$ cat src/rtl/sn74hc165_reader.sv
// sn74hc165_reader
//
// Periodically scans a daisy chain of SN74HC165 parallel-in/serial-out shift
// registers. Each scan does three things in order:
//    1. Pulses SH/LD low to latch the parallel inputs.
//    2. Clocks the chain to read all BITS bits out through QH.
//    3. Writes the assembled word to one fixed BRAM address and publishes it
//       on sample_data.
//
// Ports
//    clk          system clock, rising edge
//    rst          synchronous active-high reset
//    enable       level, 1 = keep scanning
//    sr_qh        serial data from QH of the device nearest the reader
//    sr_clk       shift clock to all devices
//    sr_load_n    SH/LD to all devices, 0 = parallel load
//    port_c_addr  BRAM write address
//    port_c_din   BRAM write data (sample zero-extended)
//    port_c_we    BRAM write enable, one cycle per scan
//    sample_data  last completed sample
//    sample_valid one-cycle pulse when sample_data updates
//    busy         1 whenever the FSM is not idle
//
// state      | meaning
// -----------+-----------------------------------------------------------
// IDLE       | outputs quiet, waits for enable
// LOAD       | SH/LD held low for CLK_DIV cycles
// SHIFT_LOW  | sr_clk low for CLK_DIV cycles, QH sampled on the last one
// SHIFT_HIGH | sr_clk high for CLK_DIV cycles (rising edge shifts chain)
// WRITE      | single cycle: BRAM write + sample_valid
// GAP        | SCAN_GAP idle cycles before returning to IDLE

module sn74hc165_reader #(
   parameter int NUM_CHIPS = 1,
   parameter int CLK_DIV   = 4,
   parameter int SCAN_GAP  = 0,
   parameter int ITEM_SIZE = 64,
   parameter int DEPTH     = 1024,
   parameter int BASE_ADDR = 0
) (
   input  logic                       clk,
   input  logic                       rst,
   input  logic                       enable,
   input  logic                       sr_qh,
   output logic                       sr_clk,
   output logic                       sr_load_n,
   output logic [$clog2(DEPTH):0]     port_c_addr,
   output logic [ITEM_SIZE-1:0]       port_c_din,
   output logic                       port_c_we,
   output logic [8*NUM_CHIPS-1:0]     sample_data,
   output logic                       sample_valid,
   output logic                       busy
);

   localparam int BITS = 8 * NUM_CHIPS;
   localparam int AW   = $clog2(DEPTH) + 1;
   localparam int CW   = 8;
   localparam int BW   = $clog2(BITS) + 1;
   localparam int GW   = (SCAN_GAP > 1) ? $clog2(SCAN_GAP) : 1;

   typedef enum logic [2:0] {
      IDLE       = 3'd0,
      LOAD       = 3'd1,
      SHIFT_LOW  = 3'd2,
      SHIFT_HIGH = 3'd3,
      WRITE      = 3'd4,
      GAP        = 3'd5
   } state_t;

   state_t               state_q;
   logic [CW-1:0]        div_q;
   logic [BW-1:0]        bit_cnt_q;
   logic [GW-1:0]        gap_q;
   logic [BITS-1:0]      data_q;
   logic [BITS-1:0]      data_d;
   logic                 sr_clk_q;
   logic                 sr_load_n_q;
   logic [AW-1:0]        addr_q;
   logic [ITEM_SIZE-1:0] din_q;
   logic                 we_q;
   logic [BITS-1:0]      sample_q;
   logic                 valid_q;
   logic                 busy_q;

   // Shift register contents after taking the current QH bit; MSB-first so
   // the first bit out (H of the nearest device) ends up in bit BITS-1.
   always_comb begin
      data_d = {data_q[BITS-2:0], sr_qh};
   end

   // Each timed state reloads div_q with CLK_DIV-1 and leaves when it hits 0.
   always_ff @(posedge clk) begin
      if (rst) begin
         state_q     <= IDLE;
         div_q       <= '0;
         bit_cnt_q   <= '0;
         gap_q       <= '0;
         data_q      <= '0;
         sr_clk_q    <= 1'b0;
         sr_load_n_q <= 1'b1;
         addr_q      <= '0;
         din_q       <= '0;
         we_q        <= 1'b0;
         sample_q    <= '0;
         valid_q     <= 1'b0;
         busy_q      <= 1'b0;
      end else begin
         we_q    <= 1'b0;
         valid_q <= 1'b0;
         case (state_q)
            IDLE: begin
               if (enable) begin
                  state_q     <= LOAD;
                  sr_load_n_q <= 1'b0;
                  sr_clk_q    <= 1'b0;
                  div_q       <= CW'(CLK_DIV - 1);
                  bit_cnt_q   <= '0;
                  busy_q      <= 1'b1;
               end
            end
            LOAD: begin
               if (div_q == '0) begin
                  state_q     <= SHIFT_LOW;
                  sr_load_n_q <= 1'b1;
                  div_q       <= CW'(CLK_DIV - 1);
               end else begin
                  div_q <= div_q - 1'b1;
               end
            end
            SHIFT_LOW: begin
               if (div_q == '0) begin
                  data_q    <= data_d;
                  bit_cnt_q <= bit_cnt_q + 1'b1;
                  if (bit_cnt_q == BW'(BITS - 1)) begin
                     // Last bit: the WRITE outputs appear together next cycle.
                     state_q  <= WRITE;
                     we_q     <= 1'b1;
                     addr_q   <= AW'(BASE_ADDR);
                     din_q    <= ITEM_SIZE'(data_d);
                     sample_q <= data_d;
                     valid_q  <= 1'b1;
                  end else begin
                     state_q  <= SHIFT_HIGH;
                     sr_clk_q <= 1'b1;
                     div_q    <= CW'(CLK_DIV - 1);
                  end
               end else begin
                  div_q <= div_q - 1'b1;
               end
            end
            SHIFT_HIGH: begin
               if (div_q == '0) begin
                  state_q  <= SHIFT_LOW;
                  sr_clk_q <= 1'b0;
                  div_q    <= CW'(CLK_DIV - 1);
               end else begin
                  div_q <= div_q - 1'b1;
               end
            end
            WRITE: begin
               bit_cnt_q <= '0;
               if (SCAN_GAP == 0) begin
                  state_q <= IDLE;
                  busy_q  <= 1'b0;
               end else begin
                  state_q <= GAP;
                  gap_q   <= GW'(SCAN_GAP - 1);
               end
            end
            GAP: begin
               if (gap_q == '0) begin
                  state_q <= IDLE;
                  busy_q  <= 1'b0;
               end else begin
                  gap_q <= gap_q - 1'b1;
               end
            end
            default: begin
               state_q     <= IDLE;
               sr_clk_q    <= 1'b0;
               sr_load_n_q <= 1'b1;
               busy_q      <= 1'b0;
            end
         endcase
      end
   end

   assign sr_clk       = sr_clk_q;
   assign sr_load_n    = sr_load_n_q;
   assign port_c_addr  = addr_q;
   assign port_c_din   = din_q;
   assign port_c_we    = we_q;
   assign sample_data  = sample_q;
   assign sample_valid = valid_q;
   assign busy         = busy_q;

endmodule

$ cat config.mk
export PLATFORM = sky130hd
export DESIGN_NAME = sn74hc165_reader
export DESIGN_NICKNAME = d
export VERILOG_FILES = /design/src/rtl/sn74hc165_reader.sv
export SDC_FILE = /design/constraint.sdc
export NUM_CORES = 1
export LEC_CHECK = 0
export BUFFER_PORTS_ARGS = -buffer_cell sky130_fd_sc_hd__buf_2
export CAP_MARGIN = 40
export CORE_UTILIZATION = 52
export DETAILED_ROUTE_END_ITERATION = 16
export HOLD_SLACK_MARGIN = 0.15
export PLACE_DENSITY = 0.95
export SETUP_SLACK_MARGIN = 0.2
export SLEW_MARGIN = 20
export SYNTH_ARGS = -nofsm -noshare
export SYNTH_HDL_FRONTEND = slang
export SYNTH_SLANG_ARGS = --single-unit
$ cat constraint.sdc
create_clock -name clk -period 4.6 [get_ports clk]
set_input_delay 0.69 -clock clk [delete_from_list [all_inputs] [get_ports clk]]
set_output_delay 0.69 -clock clk [all_outputs]
set_load 0.1 [all_outputs]
==> results of run 1 <==
## through the flow
stage / worst slack, ps / util, %
floorplan: 2540 / -
global placement: 1880 / 49.5
detailed placement: 2170 / 49.6
CTS: 2080 / 52.5
global route: 1770 / 52.5
finish: 2070 / 52.5
## registers in the layout, summed over array words and instances (netlist names)
signal and count:
bit_cnt_q 4, busy 1, data_q 7, div_q 8
port_c_din 8, sample_valid 1, sr_clk 1, sr_load_n 1
state_q 3
## cell families (layout without fill, tap and decap cells)
family,Yosys count,in the layout
other,1,67
xor gates and xnor gates,3,3
buffers and inverters,91,38
muxes,2,2
adders and majority gates,3,3
DFF,34,34
and+or+nand+nor,78,78
AOI/OAI and AO/OA,50,50
## cells in the mapped netlist (4+ instances only)
cell type and number:
dfxtp_1 34, nor3_1 4, nand2_1 29, a21oi_1 24, inv_1 5, clkbuf_1 7, nor2_1 10, nand3_1 12
buf_4 77
## tightest hold or removal path, delay by kind of cell, from the launching register on
family,cells,cell delay [ps]
and+or+nand+nor,1,50
AOI/OAI and AO/OA,1,50
DFF,1,320
## layer usage
layer  routed length, µm  vias up  share of wire [%]  global-route usage, %
met5                   0        -                  0                      0
met4                  67        0                1.9                   9.04
met3                 259        6                7.2                   5.31
met2                1710       84                 47                   27.1
met1                1580      729                 44                   21.1
li1                    -      771                  -                      -
## final timing paths
check,depth (start not counted),to,slack (ps),start
worst min-delay path,2,port_c_din[4]$_SDFFE_PP0P_,460,port_c_din[4]$_SDFFE_PP0P_
worst min register to register,2,port_c_din[4]$_SDFFE_PP0P_,460,port_c_din[4]$_SDFFE_PP0P_
worst max register to register,6,div_q[2]$_SDFFE_PP0P_,2070,div_q[0]$_SDFFE_PP0P_
worst max-delay path,6,div_q[2]$_SDFFE_PP0P_,2070,div_q[0]$_SDFFE_PP0P_
## report_power, final
group	internal [µW]	switching (µW)	leakage, µW
Combinational	110	455	0.000631
Sequential	324	46.4	0.000276
Clock	161	116	0.0000504
## final cells by class
cell class	count	area (µm²)	share of cell area (%)
multi-input combinational	203	1100	52.3
inverter	5	18.8	0.894
timing repair buffer	25	125	5.96
sequential	34	681	32.4
clock inverter	3	45.0	2.15
clock buffer	5	68.8	3.28
tap	50	62.6	2.98
==> results.tsv, run 1 <==
stage	metric	value	unit
outcome	status	finished, final reports clean	
cells_and_area	final instance area	2100	µm²
sta	Final Max Slew Viols	0	
clocking	H-tree depth	2	
cells_and_area	post-layout net count	281	
floorplanning	effective utilization at floorplan	54.2	%
placed_design	Post-DP HPWL	2550	µm
detailed_routing	Via density	4.89	
clocking	CTS tree	yes	
yosys	fraction of the mapped netlist area in simple logic gates	19.6	%
yosys	syn avg cell area	8.28	µm²
floorplanning	FP Rows	23	
setup_path	critical path's top delay family	simple AND/OR/NAND/NOR gates	
sta	setup TNS	0	ps
cells_and_area	Final Instance Count excl. Fillers	325	
flow_run	MaxCap Viol Count	0	
pwr	PD cells	578	nW/µm²
clocking	post-CTS sizing	0	
detailed_routing	drt first pass iters	4	
pwr	highest ir drop seen on vdd	0.203	mV
yosys	ranking of synthesized cells by area	dfxtp_1, buf_4, a21oi_1	
yosys	Seq cells post-synth	34	
yosys	ys async rst share	0	%
global_route	first-pass GRT wire length	5760	µm
yosys	Ys Warns	0	
placed_design	Post-Place Cells	317	
clocking	Max clock buf depth	2	
yosys	mux share of post-synthesis cell area	0.923	%
detailed_routing	Routed WL per cell	11.1	µm
yosys	Synth Area in XOR/XNOR	1.21	%
sta	Fin. Hold Viols	0	
detailed_routing	final wirelength	3610	µm
cells_and_area	fillers	379	
global_route	number of antenna violations at the first check in global routing	0	
cells_and_area	most frequent cells in the layout	conb_1, dfxtp_1, nand2_1	
cells_and_area	area grow syn2layout	-3.29	%
yosys	share of the synthesized area in the top cell type	31.4	%
setup_path	Critical Path Sink Type	register	
setup_path	Worst EP required	4830	ps
setup_path	Startpoint Class	register	
setup_path	crit-path max FO	12	
floorplanning	chip width	66.6	µm
setup_path	crit path kind	register to register	
clocking	cts hold-fix bufs	0	
yosys	Synth Instances	262	
pwr	leakage	0.000957	µW
min_path	Min-Delay Path Class	register to register	
sta	Slew @ Worst Pin	639	ps
placed_design	placer congestion estimate	0.874	
global_route	Total GRT Usage	17.4	%
cells_and_area	most common cell after layout, fill and taps aside	conb_1	
clocking	Root Driver	clkbuf_8	
clocking	later-pin clock latency in the skew report	300	ps
yosys	Cell Area, Synth	2170	µm²
floorplanning	# IOs	92	
pwr	Power, Total	1210	µW
setup_path	crit path cell chain	inv_1 -> ha_1 -> nor3b_1 -> nand4_1 -> a21oi_1 -> a221o_1	
yosys	sequential cell area fraction in the yosys report	31.4	%
floorplanning	core area	4000	µm²
yosys	Post-synth EDFFs	0	
sta	fin crit period	2530	ps
setup_path	Bufs and invs on worst path	1	
yosys	Synth cell types	47	
detailed_routing	vias	1590	
yosys	post-synth top area cell	dfxtp_1	
sta	crit share post-route	54.9	%
yosys	Synth Area in Adders	1.73	%
placed_design	IO buf count	24	
cells_and_area	layout cells sized above 1	16.4	%
sta	Worst slew margin	57.2	%
cells_and_area	# diodes	0	
global_route	largest net degree at the start of global routing	29	
clocking	# clock sinks	34	
yosys	post-synthesis compound-gate area fraction	15.5	%
clocking	setup repair bufs after CTS	0	
placed_design	Placed Area	1980	µm²
sta	RSZ-0062 raised after global routing	no	
detailed_routing	1st-iter DRT viols	169	
clocking	Reg clk slew, reported paths	80	ps
yosys	largest family of logic cells by synthesized area	buffers and inverters	
detailed_routing	antenna-violating nets left	0	
floorplanning	die area	4430	µm²
setup_path	CP peak stage delay	550	ps
setup_path	slowest CP cell	nand4_1	
global_route	vias in the first global route	1300	
clocking	CTS buffer count	5	
sta	Peak Freq	396	MHz
yosys	Top FF cell, synth	dfxtp_1	
sta	Min Hold Slack	459	ps
global_route	global route overflow	0	
detailed_routing	DRC violations left	0	
setup_path	Worst EP arrival	2760	ps
sta	Final setup viols	0	
floorplanning	Die H	66.6	µm
sta	Worst Skew	9.66	ps
Power figures use the tool's default switching activity.
==> run 2, diff against run 1 <==
--- a/config.mk
+++ b/config.mk
@@ -7,10 +7,10 @@
 export LEC_CHECK = 0
 export BUFFER_PORTS_ARGS = -buffer_cell sky130_fd_sc_hd__buf_2
 export CAP_MARGIN = 40
-export CORE_UTILIZATION = 52
+export CORE_UTILIZATION = 43
 export DETAILED_ROUTE_END_ITERATION = 16
 export HOLD_SLACK_MARGIN = 0.15
-export PLACE_DENSITY = 0.95
+export PLACE_DENSITY = 0.85
 export SETUP_SLACK_MARGIN = 0.2
 export SLEW_MARGIN = 20
 export SYNTH_ARGS = -nofsm -noshare
==> constraint.sdc (replaced) <==
create_clock -name clk -period 2.08 [get_ports clk]
set_input_delay 0.312 -clock clk [delete_from_list [all_inputs] [get_ports clk]]
set_output_delay 0.312 -clock clk [all_outputs]
set_load 0.1 [all_outputs]
==> results.tsv, run 2 (synthesis gave the netlist of run 1 again) <==
stage	metric	value	unit	change
outcome	status	finished, final reports clean		
sta	fin crit period	1780	ps	-745 ps
clocking	CTS buffer count	5		unchanged
pwr	PD cells	1270	nW/µm²	+120%
sta	Fin. Hold Viols	0		unchanged
global_route	number of antenna violations at the first check in global routing	0		unchanged
sta	Min Hold Slack	269	ps	-190 ps
setup_path	crit path kind	register to register		
floorplanning	Die H	73.0	µm	+9.7%
flow_run	MaxCap Viol Count	0		unchanged
placed_design	IO buf count	24		unchanged
setup_path	Worst EP arrival	1960	ps	-800 ps
setup_path	Startpoint Class	register		
global_route	vias in the first global route	1329		+2.2%
floorplanning	FP Rows	25		+8.7%
detailed_routing	antenna-violating nets left	0		unchanged
placed_design	Post-DP HPWL	2610	µm	+2.4%
cells_and_area	most common cell after layout, fill and taps aside	conb_1		
cells_and_area	area grow syn2layout	3.29	%	
detailed_routing	drt first pass iters	4		unchanged
clocking	Reg clk slew, reported paths	80	ps	about the same
detailed_routing	Via density	4.59		-6.2%
cells_and_area	# diodes	0		unchanged
pwr	highest ir drop seen on vdd	0.366	mV	+80%
pwr	Power, Total	2850	µW	+140%
detailed_routing	Routed WL per cell	11.0	µm	-1.0%
setup_path	Worst EP required	2260	ps	-2570 ps
clocking	Root Driver	clkbuf_8		
cells_and_area	most frequent cells in the layout	conb_1, dfxtp_1, nand2_1		
sta	Final Max Slew Viols	0		unchanged
clocking	cts hold-fix bufs	0		unchanged
floorplanning	chip width	73.0	µm	+9.7%
floorplanning	die area	5330	µm²	+20%
setup_path	crit-path max FO	6		-6
placed_design	placer congestion estimate	0.827		-5.4%
cells_and_area	fin util	46.8	%	-5.6 points
min_path	Min-Delay Path Class	primary input to register		
sta	setup TNS	0	ps	unchanged
pwr	leakage	0.00102	µW	+7.1%
cells_and_area	post-layout net count	294		+4.6%
sta	Final setup viols	0		unchanged
clocking	# clock sinks	34		unchanged
global_route	global route overflow	0		unchanged
detailed_routing	vias	1629		+2.5%
global_route	Total GRT Usage	14.9	%	-2.4 points
global_route	largest net degree at the start of global routing	28		-3.4%
detailed_routing	DRC violations left	0		unchanged
global_route	first-pass GRT wire length	6000	µm	+4.2%
sta	Peak Freq	561	MHz	+42%
sta	Worst Skew	6.92	ps	-2.74 ps
clocking	Max clock buf depth	2		unchanged
cells_and_area	layout cells sized above 1	21.5	%	+5.2 points
clocking	CTS tree	yes		
clocking	later-pin clock latency in the skew report	300	ps	about the same
setup_path	Critical Path Sink Type	register		
detailed_routing	1st-iter DRT viols	133		-21%
detailed_routing	final wirelength	3900	µm	+8.1%
sta	crit share post-route	85.7	%	+31 points
floorplanning	# IOs	92		unchanged
sta	RSZ-0062 raised after global routing	yes		
floorplanning	core area	4790	µm²	+20%
clocking	H-tree depth	2		unchanged
floorplanning	effective utilization at floorplan	45.3	%	-8.9 points
## run 2: layer usage
| metal | part of all wire (%) | wire (µm) | global-route usage (%) | vias to the layer above |
|---|---|---|---|---|
| met2 | 50 | 1940 | 24.3 | 71 |
| met4 | 2.0 | 79 | 9.59 | 0 |
| li1 | - | - | - | 798 |
| met3 | 5.6 | 220 | 3.87 | 7 |
| met1 | 43 | 1670 | 17.3 | 753 |
| met5 | 0 | 0 | 0 | - |
## run 2: final cells by class
cell class	instances	area [µm²]
Inverter	5	18.8
Fill cell	461	2540
Tap cell	67	83.8
Clock inverter	3	45.0
Clock buffer	5	68.8
Sequential cell	34	683
Multi-Input combinational cell	203	1110
Timing Repair Buffer	38	229
## run 2: power by group
part / internal, µW / switching [µW] / total [µW]
clock network: 356 / 256 / 612
registers: 718 / 91.4 / 810
logic: 370 / 1060 / 1430
## run 2: through the flow
step / std cells / setup slack [ps] / area [µm²]
floorplan: 328 / 289 / 2420
global placement: 343 / 201 / 2080
detailed placement: 343 / 108 / 2080
CTS: 353 / 208 / 2210
global route: 355 / 156 / 2240
finish: 355 / 298 / 2240
## run 2: worst max-delay path, cell delays in order (launching register included)
cell and delay, ps:
dfxtp_2 340, inv_1 90, ha_1 210, nor3b_1 210, buf_4 170, a211oi_1 70, buf_4 170, and3b_1 170
a221o_1 250
## run 2: path summary, 6_finish.rpt
kind	cells after the start	slack (ps)	start	end
worst min register to register	2	450	busy$_SDFFE_PP0P_	busy$_SDFFE_PP0P_
worst max-delay path	8	300	div_q[0]$_SDFFE_PP0P_	div_q[2]$_SDFFE_PP0P_
worst max register to register	8	300	div_q[0]$_SDFFE_PP0P_	div_q[2]$_SDFFE_PP0P_
worst min-delay path	3	270	sr_qh	port_c_din[0]$_SDFFE_PP0P_
## run 2: timing repair
item / in CTS / in global routing
resized for setup: 1 / 6
pin swaps: 1 / 1
endpoints found under the hold margin: 0 / 0
endpoints found under the setup margin: 14 / 22
buffers inserted: 2 / 2
==> run 3, diff against run 2 <==
--- a/config.mk
+++ b/config.mk
@@ -7,6 +7,7 @@
 export LEC_CHECK = 0
 export BUFFER_PORTS_ARGS = -buffer_cell sky130_fd_sc_hd__buf_2
 export CAP_MARGIN = 40
+export CORE_ASPECT_RATIO = 1.1
 export CORE_UTILIZATION = 43
 export DETAILED_ROUTE_END_ITERATION = 16
 export HOLD_SLACK_MARGIN = 0.15
==> constraint.sdc (replaced) <==
create_clock -name clk -period 2.08 [get_ports clk]
set_input_delay 0.312 -clock clk [delete_from_list [all_inputs] [get_ports clk]]
set_output_delay 0.312 -clock clk [all_outputs]
set_load 0.02 [all_outputs]
==> results.tsv, run 3 (synthesis gave the netlist of run 1 again) <==
stage	metric	value	unit	change
outcome	status	finished, final reports clean		
sta	Worst Skew	8.78	ps	+1.85 ps
cells_and_area	post-layout net count	290		-1.4%
pwr	switching share of power	36.7	%	-13 points
floorplanning	Die H	76.5	µm	+4.8%
clocking	cts hold-fix bufs	0		unchanged
floorplanning	effective utilization at floorplan	45.7	%	+0.35 points
clocking	CTS tree	yes		
floorplanning	die area	5330	µm²	about the same
floorplanning	# IOs	92		unchanged
sta	Final Max Slew Viols	0		unchanged
setup_path	crit path cell chain	inv_1 -> ha_1 -> nor3b_2 -> buf_4 -> nand4_1 -> buf_4 -> a21oi_1 -> a311oi_1		
cells_and_area	# diodes	0		unchanged
floorplanning	FP Rows	26		+4.0%
placed_design	IO buf count	24		unchanged
cells_and_area	most common cell after layout, fill and taps aside	conb_1		
setup_path	Worst EP arrival	1970	ps	about the same
cells_and_area	Final Instance Count excl. Fillers	340		-4.2%
floorplanning	core area	4750	µm²	-0.76%
detailed_routing	final wirelength	3670	µm	-5.8%
detailed_routing	DRC violations left	0		unchanged
placed_design	Post-DP HPWL	2730	µm	+4.7%
detailed_routing	Via density	4.78		+4.2%
pwr	Clk pwr share	30.5	%	+9.0 points
pwr	highest ir drop seen on vdd	0.273	mV	-26%
pwr	Power, Total	2410	µW	-15%
pwr	Psw	885	µW	-37%
placed_design	placer congestion estimate	0.871		+5.3%
floorplanning	chip width	69.7	µm	-4.5%
sta	fin crit period	1780	ps	-0.0490 ps
setup_path	Bufs and invs on worst path	3		unchanged
cells_and_area	area grow syn2layout	2.13	%	
detailed_routing	Routed WL per cell	10.8	µm	-1.7%
global_route	global route overflow	0		unchanged
setup_path	Worst EP required	2270	ps	about the same
global_route	largest net degree at the start of global routing	28		unchanged
global_route	vias in the first global route	1275		-4.1%
pwr	Pint	1530	µW	+5.7%
clocking	Reg clk slew, reported paths	80	ps	about the same
min_path	Min-Delay Path Class	primary input to register		
setup_path	Startpoint Class	register		
clocking	CTS buffer count	5		unchanged
detailed_routing	vias	1625		-0.25%
cells_and_area	layout cells sized above 1	20.4	%	-1.1 points
clocking	# clock sinks	34		unchanged
global_route	number of antenna violations at the first check in global routing	0		unchanged
pwr	leakage	0.00102	µW	-0.24%
placed_design	Post-Place Cells	331		-3.5%
clocking	Max clock buf depth	2		unchanged
global_route	first-pass GRT wire length	5760	µm	-4.0%
clocking	Root Driver	clkbuf_8		
detailed_routing	drt first pass iters	4		unchanged
cells_and_area	most frequent cells in the layout	conb_1, dfxtp_1, nand2_1		
setup_path	crit path kind	register to register		
sta	Fin. Hold Viols	0		unchanged
cells_and_area	fin util	46.7	%	-0.17 points
pwr	PD cells	1090	nW/µm²	-15%
detailed_routing	1st-iter DRT viols	138		+3.8%
global_route	Total GRT Usage	13.4	%	-1.5 points
flow_run	MaxCap Viol Count	0		unchanged
sta	setup TNS	0	ps	unchanged
clocking	later-pin clock latency in the skew report	290	ps	about the same
setup_path	critical path's top delay family	buffers and inverters		
sta	crit share post-route	85.7	%	about the same
setup_path	crit-path max FO	11		+5
setup_path	slowest CP cell	dfxtp_1		
detailed_routing	antenna-violating nets left	0		unchanged
setup_path	CP peak stage delay	390	ps	+50 ps
setup_path	critical path's most frequent cell	buf_4		
sta	Peak Freq	561	MHz	about the same
pwr	Seq pwr share	33.9	%	+5.5 points
sta	Min Hold Slack	276	ps	+7.46 ps
clocking	H-tree depth	2		unchanged
setup_path	Critical Path Sink Type	register		
sta	RSZ-0062 raised after global routing	yes		
pwr	Gate power share	35.5	%	-15 points
sta	Final setup viols	0		unchanged
## run 3: worst min-delay path, stage by stage
cell and delay (ps):
buf_2 110, nand2_1 50, a21oi_1 50
## run 3: worst paths after layout
kind / start / slack [ps] / cells past startpoint / endpoint
worst max-delay path: div_q[1]$_SDFFE_PP0P_ / 300 / 8 / div_q[0]$_SDFFE_PP0P_
worst min register to register: busy$_SDFFE_PP0P_ / 440 / 2 / busy$_SDFFE_PP0P_
worst min-delay path: sr_qh / 280 / 3 / port_c_din[0]$_SDFFE_PP0P_
worst max register to register: div_q[1]$_SDFFE_PP0P_ / 300 / 8 / div_q[0]$_SDFFE_PP0P_
## run 3: metal layers
| layer | vias to the layer above | wire [µm] | part of all wire, % | GRT usage (%) |
|---|---|---|---|---|
| met3 | 5 | 239 | 6.5 | 3.57 |
| met2 | 78 | 1870 | 51 | 22.7 |
| met4 | 0 | 53 | 1.4 | 5.40 |
| met5 | - | 0 | 0 | 0 |
| met1 | 753 | 1510 | 41 | 16.0 |
| li1 | 789 | - | - | - |
## run 3: area by class of cell
| type | count | area (µm²) |
|---|---|---|
| fillers | 467 | 2530 |
| multi-input cells | 203 | 1110 |
| flip-flops and latches | 34 | 682 |
| repair buffers | 34 | 195 |
| well taps | 56 | 70.1 |
| clock buffers | 5 | 68.8 |
| clock inverters | 3 | 68.8 |
| inverters | 5 | 18.8 |
## run 3: through the flow
| step | instance area, µm² | setup slack [ps] |
|---|---|---|
| 3_3_place_gp | 2050 | 193 |
| 2_1_floorplan | 2420 | 321 |
| 4_1_cts | 2200 | 201 |
| 5_1_grt | 2220 | 172 |
| 3_5_place_dp | 2050 | 132 |
| 6_report | 2220 | 298 |
## run 3: power groups by stage
stage          Clock, µW  Sequential (µW)  Combinational (µW)
6_report             736              819                 857
2_1_floorplan          0              804                 781
3_5_place_dp           0              827                 830
3_3_place_gp           0              820                 807
5_1_grt              766              831                 945
4_1_cts              741              812                 834
## run 3: what timing repair did
| action | CTS | global route |
|---|---|---|
| setup endpoints to repair | 12 | 26 |
| resized for setup | 1 | 4 |
| hold endpoints to repair | 0 | 0 |
| pin swaps | 1 | 1 |
| setup buffers | 1 | 0 |
